File: config.mk
export PLATFORM = sky130hd
export DESIGN_NAME = ps2_data_out
export DESIGN_NICKNAME = d
export VERILOG_FILES = /design/src/rtl/ps2_data_out.sv
export SDC_FILE = /design/constraint.sdc
export NUM_CORES = 1
export LEC_CHECK = 0
export CORE_AREA = 5 5 73 75
export DETAILED_ROUTE_END_ITERATION = 16
export DIE_AREA = 0 0 78 80
export HOLD_SLACK_MARGIN = 0.15
export PLACE_DENSITY = 0.84
export RECOVER_POWER = 25
export SKIP_LAST_GASP = 1
export SLEW_MARGIN = 10
export SYNTH_ARGS = -nofsm -noshare
export SYNTH_HDL_FRONTEND = slang
export SYNTH_SLANG_ARGS = --single-unit
File: constraint.sdc
create_clock -name clk -period 4.2 [get_ports clk]
set_clock_uncertainty 0.05 [all_clocks]
set_input_delay 0.63 -clock clk [delete_from_list [all_inputs] [get_ports clk]]
set_output_delay 0.63 -clock clk [all_outputs]
set_load 0.1 [all_outputs]
File: src/rtl/ps2_data_out.sv
// Host-to-device PS/2 transmitter: inhibit, request-to-send, 8 data bits LSB first,
// odd parity, stop, then device acknowledge. Open-drain drive via *_oe (1 = pull low).
module ps2_data_out #(
  parameter int unsigned INHIBIT_CYCLES = 5000,
  parameter int unsigned START_TIMEOUT  = 750000,
  parameter int unsigned XFER_TIMEOUT   = 100000
) (
  input  logic       clk,
  input  logic       reset,
  input  logic [7:0] tx_data,
  input  logic       tx_start,
  output logic       tx_ready,
  output logic       tx_done,
  output logic       tx_error,
  input  logic       ps2clk_in,
  input  logic       ps2data_in,
  output logic       ps2clk_oe,
  output logic       ps2data_oe
);

  localparam int unsigned MAX_A = (INHIBIT_CYCLES > START_TIMEOUT) ? INHIBIT_CYCLES : START_TIMEOUT;
  localparam int unsigned MAX_P = (MAX_A > XFER_TIMEOUT) ? MAX_A : XFER_TIMEOUT;
  localparam int unsigned CW    = $clog2(MAX_P) + 1;

  localparam logic [CW-1:0] INH_LAST   = CW'(INHIBIT_CYCLES);
  localparam logic [CW-1:0] INH_DATA   = CW'(INHIBIT_CYCLES - 1);
  localparam logic [CW-1:0] START_LAST = CW'(START_TIMEOUT - 1);
  localparam logic [CW-1:0] XFER_LAST  = CW'(XFER_TIMEOUT - 1);

  localparam logic [2:0] S_IDLE    = 3'd0;
  localparam logic [2:0] S_INHIBIT = 3'd1;
  localparam logic [2:0] S_RTS     = 3'd2;
  localparam logic [2:0] S_DATA    = 3'd3;
  localparam logic [2:0] S_PARITY  = 3'd4;
  localparam logic [2:0] S_ACK     = 3'd5;
  localparam logic [2:0] S_DONE    = 3'd6;
  localparam logic [2:0] S_ERR     = 3'd7;

  logic          clk_s1_q, clk_s2_q, clk_prev_q;
  logic          data_s1_q, data_s2_q;
  logic          fe;

  logic [2:0]    state_q, state_d;
  logic [CW-1:0] cnt_q, cnt_d;
  logic [3:0]    bits_q, bits_d;
  logic [7:0]    byte_q, byte_d;
  logic          ready_q, ready_d;
  logic          done_q, done_d;
  logic          err_q, err_d;
  logic          clk_oe_q, clk_oe_d;
  logic          data_oe_q, data_oe_d;
  logic          parity;

  assign fe     = clk_prev_q & ~clk_s2_q;
  assign parity = ~^byte_q;

  assign tx_ready   = ready_q;
  assign tx_done    = done_q;
  assign tx_error   = err_q;
  assign ps2clk_oe  = clk_oe_q;
  assign ps2data_oe = data_oe_q;

  always_ff @(posedge clk) begin
    if (reset) begin
      clk_s1_q   <= 1'b1;
      clk_s2_q   <= 1'b1;
      clk_prev_q <= 1'b1;
      data_s1_q  <= 1'b1;
      data_s2_q  <= 1'b1;
    end else begin
      clk_s1_q   <= ps2clk_in;
      clk_s2_q   <= clk_s1_q;
      clk_prev_q <= clk_s2_q;
      data_s1_q  <= ps2data_in;
      data_s2_q  <= data_s1_q;
    end
  end

  always_comb begin
    state_d   = state_q;
    cnt_d     = cnt_q;
    bits_d    = bits_q;
    byte_d    = byte_q;
    clk_oe_d  = clk_oe_q;
    data_oe_d = data_oe_q;
    done_d    = 1'b0;
    err_d     = 1'b0;

    case (state_q)
      S_IDLE: begin
        clk_oe_d  = 1'b0;
        data_oe_d = 1'b0;
        if (tx_start) begin
          byte_d    = tx_data;
          cnt_d     = CW'(1);
          clk_oe_d  = 1'b1;
          // A one-cycle inhibit must already present the start bit
          data_oe_d = (INHIBIT_CYCLES <= 1);
          state_d   = S_INHIBIT;
        end
      end
      S_INHIBIT: begin
        if (cnt_q >= INH_LAST) begin
          clk_oe_d = 1'b0;
          cnt_d    = '0;
          state_d  = S_RTS;
        end else begin
          cnt_d = cnt_q + CW'(1);
          if (cnt_q == INH_DATA) data_oe_d = 1'b1;
        end
      end
      S_RTS: begin
        if (fe) begin
          data_oe_d = ~byte_q[0];
          bits_d    = 4'd1;
          cnt_d     = '0;
          state_d   = S_DATA;
        end else if (cnt_q >= START_LAST) begin
          clk_oe_d  = 1'b0;
          data_oe_d = 1'b0;
          err_d     = 1'b1;
          state_d   = S_ERR;
        end else begin
          cnt_d = cnt_q + CW'(1);
        end
      end
      S_DATA, S_PARITY, S_ACK: begin
        // A falling edge takes priority over a timeout landing in the same cycle
        if (fe) begin
          if (state_q == S_DATA) begin
            if (bits_q == 4'd8) begin
              data_oe_d = ~parity;
              state_d   = S_PARITY;
            end else begin
              data_oe_d = ~byte_q[bits_q[2:0]];
            end
            bits_d = bits_q + 4'd1;
          end else if (state_q == S_PARITY) begin
            data_oe_d = 1'b0;
            bits_d    = 4'd10;
            state_d   = S_ACK;
          end else begin
            clk_oe_d  = 1'b0;
            data_oe_d = 1'b0;
            if (!data_s2_q) begin
              done_d  = 1'b1;
              state_d = S_DONE;
            end else begin
              err_d   = 1'b1;
              state_d = S_ERR;
            end
          end
        end else if (cnt_q >= XFER_LAST) begin
          clk_oe_d  = 1'b0;
          data_oe_d = 1'b0;
          err_d     = 1'b1;
          state_d   = S_ERR;
        end else begin
          cnt_d = cnt_q + CW'(1);
        end
      end
      default: begin
        clk_oe_d  = 1'b0;
        data_oe_d = 1'b0;
        state_d   = S_IDLE;
      end
    endcase

    ready_d = (state_d == S_IDLE);
  end

  always_ff @(posedge clk) begin
    if (reset) begin
      state_q   <= S_IDLE;
      cnt_q     <= '0;
      bits_q    <= '0;
      byte_q    <= '0;
      ready_q   <= 1'b1;
      done_q    <= 1'b0;
      err_q     <= 1'b0;
      clk_oe_q  <= 1'b0;
      data_oe_q <= 1'b0;
    end else begin
      state_q   <= state_d;
      cnt_q     <= cnt_d;
      bits_q    <= bits_d;
      byte_q    <= byte_d;
      ready_q   <= ready_d;
      done_q    <= done_d;
      err_q     <= err_d;
      clk_oe_q  <= clk_oe_d;
      data_oe_q <= data_oe_d;
    end
  end

endmodule

Yosys cells after proc, flatten, opt, wreduce, memory -nomap -nowiden:

Cells that the tools add are included.

* eq/ne operators: 23
* add/subtract/negate cells: 2
* reduce and logical (&&, ||, !) cells: 12
* bitwise gates (word level): 7
* magnitude comparators: 4
* mux-type cells: 50

Operators by type and width (number)
* 21-bit two-way mux: 6
* 21-bit one-hot mux with 4 select lines: 1
* 1-bit two-way mux: 24
* 3-bit two-way mux: 8
* 21-bit by 1-bit adder with 21-bit output, second input constant: 1
* 21-bit by 13-bit equality test with 1-bit output, second input constant: 1
* 21-bit by 13-bit greater-or-equal comparator with 1-bit output, second input constant: 1
* 21-bit by 17-bit greater-or-equal comparator with 1-bit output, second input constant: 1
* 21-bit by 20-bit greater-or-equal comparator with 1-bit output, second input constant: 1
* 2-bit inequality test, second input constant: 10
* 3-bit inequality test, second input constant: 6
* 4-bit two-way mux: 4
* 3-bit one-hot mux with 4 select lines: 1
* 4-bit one-hot mux with 2 select lines: 1
* 4-bit AND reduction: 2
* 8-bit XNOR reduction: 1
* 3-bit by 2-bit equality test with 1-bit output, second input constant: 2
* 3-bit equality test, second input constant: 2
* 3-bit zero test: 2
* 1-bit NOT: 6
* 6-bit AND reduction: 1
* 5-bit AND reduction: 1
* 5-bit OR reduction: 1
* 4-bit by 1-bit adder with 4-bit output, second input constant: 1
* other kinds (13): 13

* input bits: 13
* logic and storage cells: 112
* register bits after elaboration: 46

Logic depth before layout (Yosys ltp):

Gate-level depths: netlist of the first run.

* depth after elaboration: 7
* gate-level depth with buffers: 9

Worst setup path after synthesis of the first run:

No wires, ideal clock.

* path type: register to register
* start: reg cnt_q[0]
* end: reg data_oe_q, in the netlist ps2data_oe
* path buffers: 0
* stages on the path, launching flop included: 7
* setup slack: 1.988 ns
* data required time: 4.029 ns
* arrival time: 2.042 ns
* clock period less this slack: 2.212 ns
* setup time: 0.121 ns
* path through: dfxtp_1 ha_1 or4b_2 nor4_1 a211oi_1 a221oi_1 mux2_2

* longest elaborated chain between the ends: 3
* elaborated cells on any way between the ends: 9
* classes of those cells: order compare (3); eq/ne (5); reduce/logical (1)

Ends and longest elaborated chain
* start, declared: RTL line 44 `logic [CW-1:0] cnt_q, cnt_d;`
* start signal, assigned: RTL line 185 `cnt_q <= cnt_d;`
* 21-bit by 20-bit greater-or-equal comparator with 1-bit output, or another cell as far along: RTL line 118 `end else if (cnt_q >= START_LAST) begin`
* 3-bit inequality test (no source line) / 2-bit inequality test (equally long branches)
* 4-bit AND reduction (no source line) *
* end signal, assigned: RTL line 192 `data_oe_q <= data_oe_d;`
* end, declared: RTL line 51 `logic data_oe_q, data_oe_d;`

Mark *: on every way between the ends. The rest lies on a longest branch, timed or not.
A chain may end at the register's enable or synchronous reset.

==> impl_metrics.yaml, run 1 <==
cts:
  clk_path_buf_depth: 2
  cts_tree: "done"
  h-tree-depth: 2
  clk_pin_slew_ps: 80
  clock-sinks: 46
  cts-buffers-inserted: 5
  postCtsHoldBufs: 0
  cts_setup_buffers: 0
  clk_latency_ps: 300
  cts_root_buf: "clkbuf_8"
  ctsResizeCount: 0
timing:
  hold_viol: 0
  hold_slack_ps: 367
  finalCriticalPeriod_ps: 2940
  period_share_pct: 70.0
  rsz0062_at_grt: "no"
  tns_ps: 0
  tightestPinTransition_ps: 972
  setup_slack_ps: 1260
  setup_viol: 0
  slew_viol_final: 0
  clock.fmax_mhz: 340
  max-slew-margin-rel_pct: 35.0
grt:
  grt_max_degree: 27
  grt_pass1_wl_um: 11900
  track_usage_pct: 23.1
  antenna_found_initial: 0
  grt_pass1_vias: 2606
  grt_remaining_overflow: 0
power:
  finalPower_w: 0.000906
  ir_drop_v: 0.000189
  p_leak_nw: 1.03
  powerDensity_nw_per_um2: 294
critical_path:
  end_kind: "flop"
  ff2ff_setup_slack_ps: 1520
  crit_path_end: "tx_ready"
  start_kind: "primary input"
  reg2reg_depth: 6
  critPathMaxFanout: 19
  cp.arrival_ps: 3120
  reg2reg_from: "cnt_q[11]"
  regToRegEndpoint: "cnt_q[17]"
  critical_path_required_ps: 4380
  cp-startpoint: "reset"
  critPathKind: "primary input to flop"
synth:
  synth_fp_nets: 378
  yosysWarnings: 0
  syn_area_um2: 2850
  synth-seq-area-share_pct: 32.4
  synth_area_per_cell_um2: 7.88
  ys_types: 64
  async_flop_share_pct: 0
  synth_edf_count: 0
  synth_seq_cells: 46
  synthCells: 361
  yosys_most_used_dff: "dfxtp_1"
floorplanning:
  fp.coreArea_um2: 4600
  die_area_um2: 6240
  fp.dieH_um: 80
  die_w_um: 78
  io_pins: 18
  start_util_pct: 61.9
  row_count: 25
placed_design:
  hpwl_um: 5090
  port_buffers: 17
  dp_slack_ps: 1550
  place.gp.congestion: 0.915
routing:
  vias: 2820
  firstDrtPassIters: 5
  viasPerCell: 6.73
  first_iter_violations: 237
  remaining_drc_errors: 0
  wirelength_um: 7130
  wl_per_cell_um: 17.0
  drtAntennaViolNets: 0
worst_hold_path:
  min_path_cells: 1
  hp-class: "flop to flop"
cells_and_area:
  drive_above_1_share_pct: 7.95
  diodes: 0
  area_growth_pct: 8.26
  nNetsFinal: 381
run_status:
  status: "complete, no violations"
job:
  drv_cap: 0
-- per-layer routing --
layer	routed length [um]	track usage (%)	vias to the layer above
met4	188	10.1	0
li1	-	-	1348
met3	424	4.85	24
met2	3510	39.7	126
met5	0	0	-
met1	3010	27.5	1322
-- cell families (layout without fill, tap and decap cells) --
logic type               count (synthesis)  after routing  share of synthesized area [%]
flip-flops                              46             46                           32.4
buffers and inverters                   43             47                           7.08
adder cells (fa/ha/maj)                  4              4                           1.76
AO/OA/AOI/OAI                           99             99                           24.9
multiplexers                             4              4                           2.33
XOR/XNOR                                 8              8                           2.46
AND/OR/NAND/NOR                        157            157                           29.1
-- flip-flops by register name, summed over array words and instances (netlist names) --
| register | flops |
|---|---|
| tx_done | 1 |
| data_s2_q | 1 |
| ps2clk_oe | 1 |
| cnt_q | 21 |
| data_s1_q | 1 |
| clk_prev_q | 1 |
| ps2data_oe | 1 |
| state_q | 3 |
| clk_s2_q | 1 |
| byte_q | 8 |
| clk_s1_q | 1 |
| tx_ready | 1 |
| bits_q | 4 |
| tx_error | 1 |
-- per-stage QoR --
| step | cell area (um^2) | utilization [%] | instances |
|---|---|---|---|
| after floorplan | 2850 | - | 361 |
| after global placement | 2970 | 64.7 | 411 |
| after detailed placement | 2970 | 64.7 | 411 |
| after CTS | 3090 | 67.1 | 419 |
| after global routing | 3080 | 67.0 | 419 |
| final | 3080 | 67.0 | 419 |
-- how the worst min path moves through the flow --
stage                     slack [ps]        end       from
final                            370   clk_s2_q   clk_s1_q
after global routing             390  data_s2_q  data_s1_q
after CTS                        370  data_s2_q  data_s1_q
after detailed placement         350   clk_s2_q   clk_s1_q
after global placement           340  data_s2_q  data_s1_q
after floorplan                  340   clk_s2_q   clk_s1_q
-- cell usage in the layout (no fill, tap or decap), drive strengths merged, types with 4 or more instances in the layout --
master,instances
a211oi,5
a21oi,28
a31oi,5
and2,6
and3,4
and4,5
clkbuf,6
clkdlybuf4s50,15
dfxtp,46
ha,4
inv,20
nand2,46
nand2b,5
nand3,21
nand4,16
nor2,18
nor2b,7
nor3,11
nor4,5
o211ai,9
o21ai,11
o32ai,4
o41ai,6
or2,5
xnor2,6
-- synth_stat cells, drive strengths merged (3+ instances only) --
master,instances,share of area (%)
o21ai,11,2.5
ha,4,1.8
clkbuf,13,1.7
nand3,21,3.9
or2,5,1.1
nand2,46,6.1
o21a,3,0.79
o41ai,6,1.8
a21oi,28,5.1
and4,5,1.6
o31ai,3,1.3
and3,4,0.88
a41oi,3,0.92
nand4,16,3.7
nor2b,7,1.5
nor4,5,1.1
nand3b,3,0.79
a21boi,3,0.79
nand2b,5,1.1
and2,6,1.3
inv,19,2.5
a211oi,5,1.5
a31oi,5,1.1
xnor2,6,1.8
a2111oi,3,0.92
o211ai,9,2.4
nor3,11,2.1
a221oi,3,0.92
o32ai,4,1.2
dfxtp,46,32
buf,10,2.7
nor2,18,2.4
-- power breakdown --
part	switching (W)	leakage (nW)	internal, W
Sequential	0.0000123	0.374	0.000447
Clock	0.000157	0.0585	0.000178
Combinational	0.0000664	0.600	0.0000437
-- worst max-delay path: stages --
cell and delay, ps:
dlygate4sd3_1 840, clkbuf_1 620, clkinv_1 490, o311ai_0 210, o211ai_1 180, nor3_1 150
-- cell type report --
cell class / count / area, um^2
multi-input combinational: 272 / 1720
fill: 397 / 1520
sequential: 46 / 921
timing repair buffer: 19 / 181
inverter: 20 / 75.1
clock buffer: 5 / 68.8
tap: 54 / 67.6
clock inverter: 3 / 43.8
(Power assumes the default switching activity.)
==> run 2, diff against run 1 <==
Settings changed: CORE_AREA 5 5 73 75 to 5 5 76 78, DIE_AREA 0 0 78 80 to 0 0 81 83, PLACE_DENSITY 0.84 to 0.78.
Clock period 4.2 ns to 3 ns, I/O delays scaled along.
==> run 2 against run 1 <==
Non-clock buffer count increased by 6; via count decreased by 2.1%; register-to-register slack got worse by 1000 ps; critical path type is now flop to flop; power increased by 32%; worst setup slack got worse by 780 ps; global-route usage decreased by 1.6 points; highest routed layer unchanged; die area increased by 7.7%; combinational power increased by 45%; hold slack got worse by 1.7 ps; first-iteration DRC count decreased by 33%; cell count increased by 5.3%.
==> impl_metrics.yaml, run 2 (synthesized netlist as in run 1, its figures left out) <==
run_status:
  status: "complete, no violations"
critical_path:
  cp.arrival_ps: 2680
  path_buf_inv: 0
  slowest_stage: "or4b_2"
  start_kind: "flop"
  crit_path_cell_trace: "ha_1, or4b_2, nor4_1, a211oi_1, a221oi_1, mux2_2"
  end_kind: "flop"
  max_stage_delay_ps: 610
  crit_family: "simple AND/OR/NAND/NOR gates"
  critPathKind: "flop to flop"
  critical_path_required_ps: 3160
  critPathMaxFanout: 6
routing:
  drtAntennaViolNets: 0
  firstDrtPassIters: 4
  wirelength_um: 6910
  viasPerCell: 6.26
  first_iter_violations: 159
  wl_per_cell_um: 15.7
  remaining_drc_errors: 0
  vias: 2762
cts:
  ctsResizeCount: 0
  clk_path_buf_depth: 2
  cts-buffers-inserted: 5
  cts_tree: "done"
  h-tree-depth: 2
  clk_latency_ps: 310
  postCtsHoldBufs: 0
  cts_root_buf: "clkbuf_8"
  clk_pin_slew_ps: 90
  cts_setup_buffers: 0
  clock-sinks: 46
timing:
  hold_viol: 0
  setup_viol: 0
  max-slew-margin-rel_pct: 21.7
  setup_slack_ps: 475
  finalCriticalPeriod_ps: 2530
  slew_viol_final: 0
  rsz0062_at_grt: "no"
  period_share_pct: 84.2
  clock.fmax_mhz: 396
  tightestPinTransition_ps: 1180
  tns_ps: 0
cells_and_area:
  stdcell_area_um2: 3100
  final_cell_mix: "nand2_1, dfxtp_1, a21oi_1"
  largest_register: "cnt_q"
  area_growth_pct: 8.92
  fin_cells: 441
  final_util_pct: 61.9
  largest_reg_flops: 21
  diodes: 0
  nNetsFinal: 387
  drive_above_1_share_pct: 9.70
  largestRegisters: "cnt_q (21), byte_q (8), bits_q (4)"
  nFillCells: 473
placed_design:
  hpwl_um: 5090
  place_area_um2: 3030
  port_buffers: 17
  place.gp.congestion: 0.945
  dp_cells: 433
  dp_slack_ps: 533
floorplanning:
  io_pins: 18
  fp.coreArea_um2: 5010
  start_util_pct: 56.8
  fp.dieH_um: 83
  row_count: 26
  die_w_um: 81
  die_area_um2: 6720
grt:
  grt_pass1_vias: 2501
  grt_max_degree: 24
  track_usage_pct: 21.5
  grt_pass1_wl_um: 11700
  grt_remaining_overflow: 0
  antenna_found_initial: 0
job:
  drv_cap: 0
power:
  ir_drop_v: 0.000249
  powerDensity_nw_per_um2: 386
  p_leak_nw: 1.04
worst_hold_path:
  hp-class: "flop to flop"
==> run 2: cell types whose count changed in the layout (fill, tap and decap cells not counted) <==
cell             previous run  this run
buf_4                       1         8
clkbuf_1                    1         5
clkdlybuf4s50_1            15        11
and2_0                      1         0
and2_1                      5         6
bufinv_16                   1         0
clkinv_2                    1         0
clkinv_4                    0         1
clkinvlp_4                  0         1
dlygate4sd3_1               2         1
==> run 2: worst paths after layout <==
path | from | endpoint | slack [ps] | depth (start not counted)
setup / recovery | cnt_q[1] | ps2data_oe | 470 | 6
hold / removal | data_s1_q | data_s2_q | 370 | 1
setup reg to reg | cnt_q[1] | ps2data_oe | 470 | 6
hold reg to reg | data_s1_q | data_s2_q | 370 | 1
==> run 2: area by class of cell <==
type / count / area [um^2] / share of cell area (%)
multi-input combinational: 272 / 1720 / 55.6
sequential: 46 / 921 / 29.7
timing repair buffer: 25 / 199 / 6.42
tap: 70 / 87.6 / 2.82
inverter: 20 / 75.1 / 2.42
clock buffer: 5 / 68.8 / 2.22
clock inverter: 3 / 25.0 / 0.807
==> run 2: worst register-to-register path, delay by kind of cell, from the launching register on <==
kind | cells | cell delay, ps
simple gates | 2 | 900
flops | 1 | 430
compound gates | 2 | 410
mux | 1 | 370
fa+ha+maj | 1 | 280
==> run 2: stage by stage <==
step	hold WS [ps]	total power [W]
finish	365	0.00120
global route	393	0.00124
CTS	367	0.00121
detailed placement	344	0.000814
global placement	342	0.000811
floorplan	339	0.000767
==> run 2: power breakdown <==
group          internal, W  total, W  switching, W
Clock             0.000168  0.000401      0.000232
Sequential        0.000626  0.000638     0.0000119
Combinational    0.0000613  0.000159     0.0000976
Total             0.000856   0.00120      0.000342
==> run 2: per-layer routing <==
layer / GRT usage [%] / vias to the layer above / share of wire (%)
li1: - / 1356 / -
met1: 27.6 / 1287 / 42
met2: 35.1 / 100 / 50
met3: 3.46 / 19 / 5.6
met4: 8.91 / 0 / 2.7
met5: 0 / - / 0
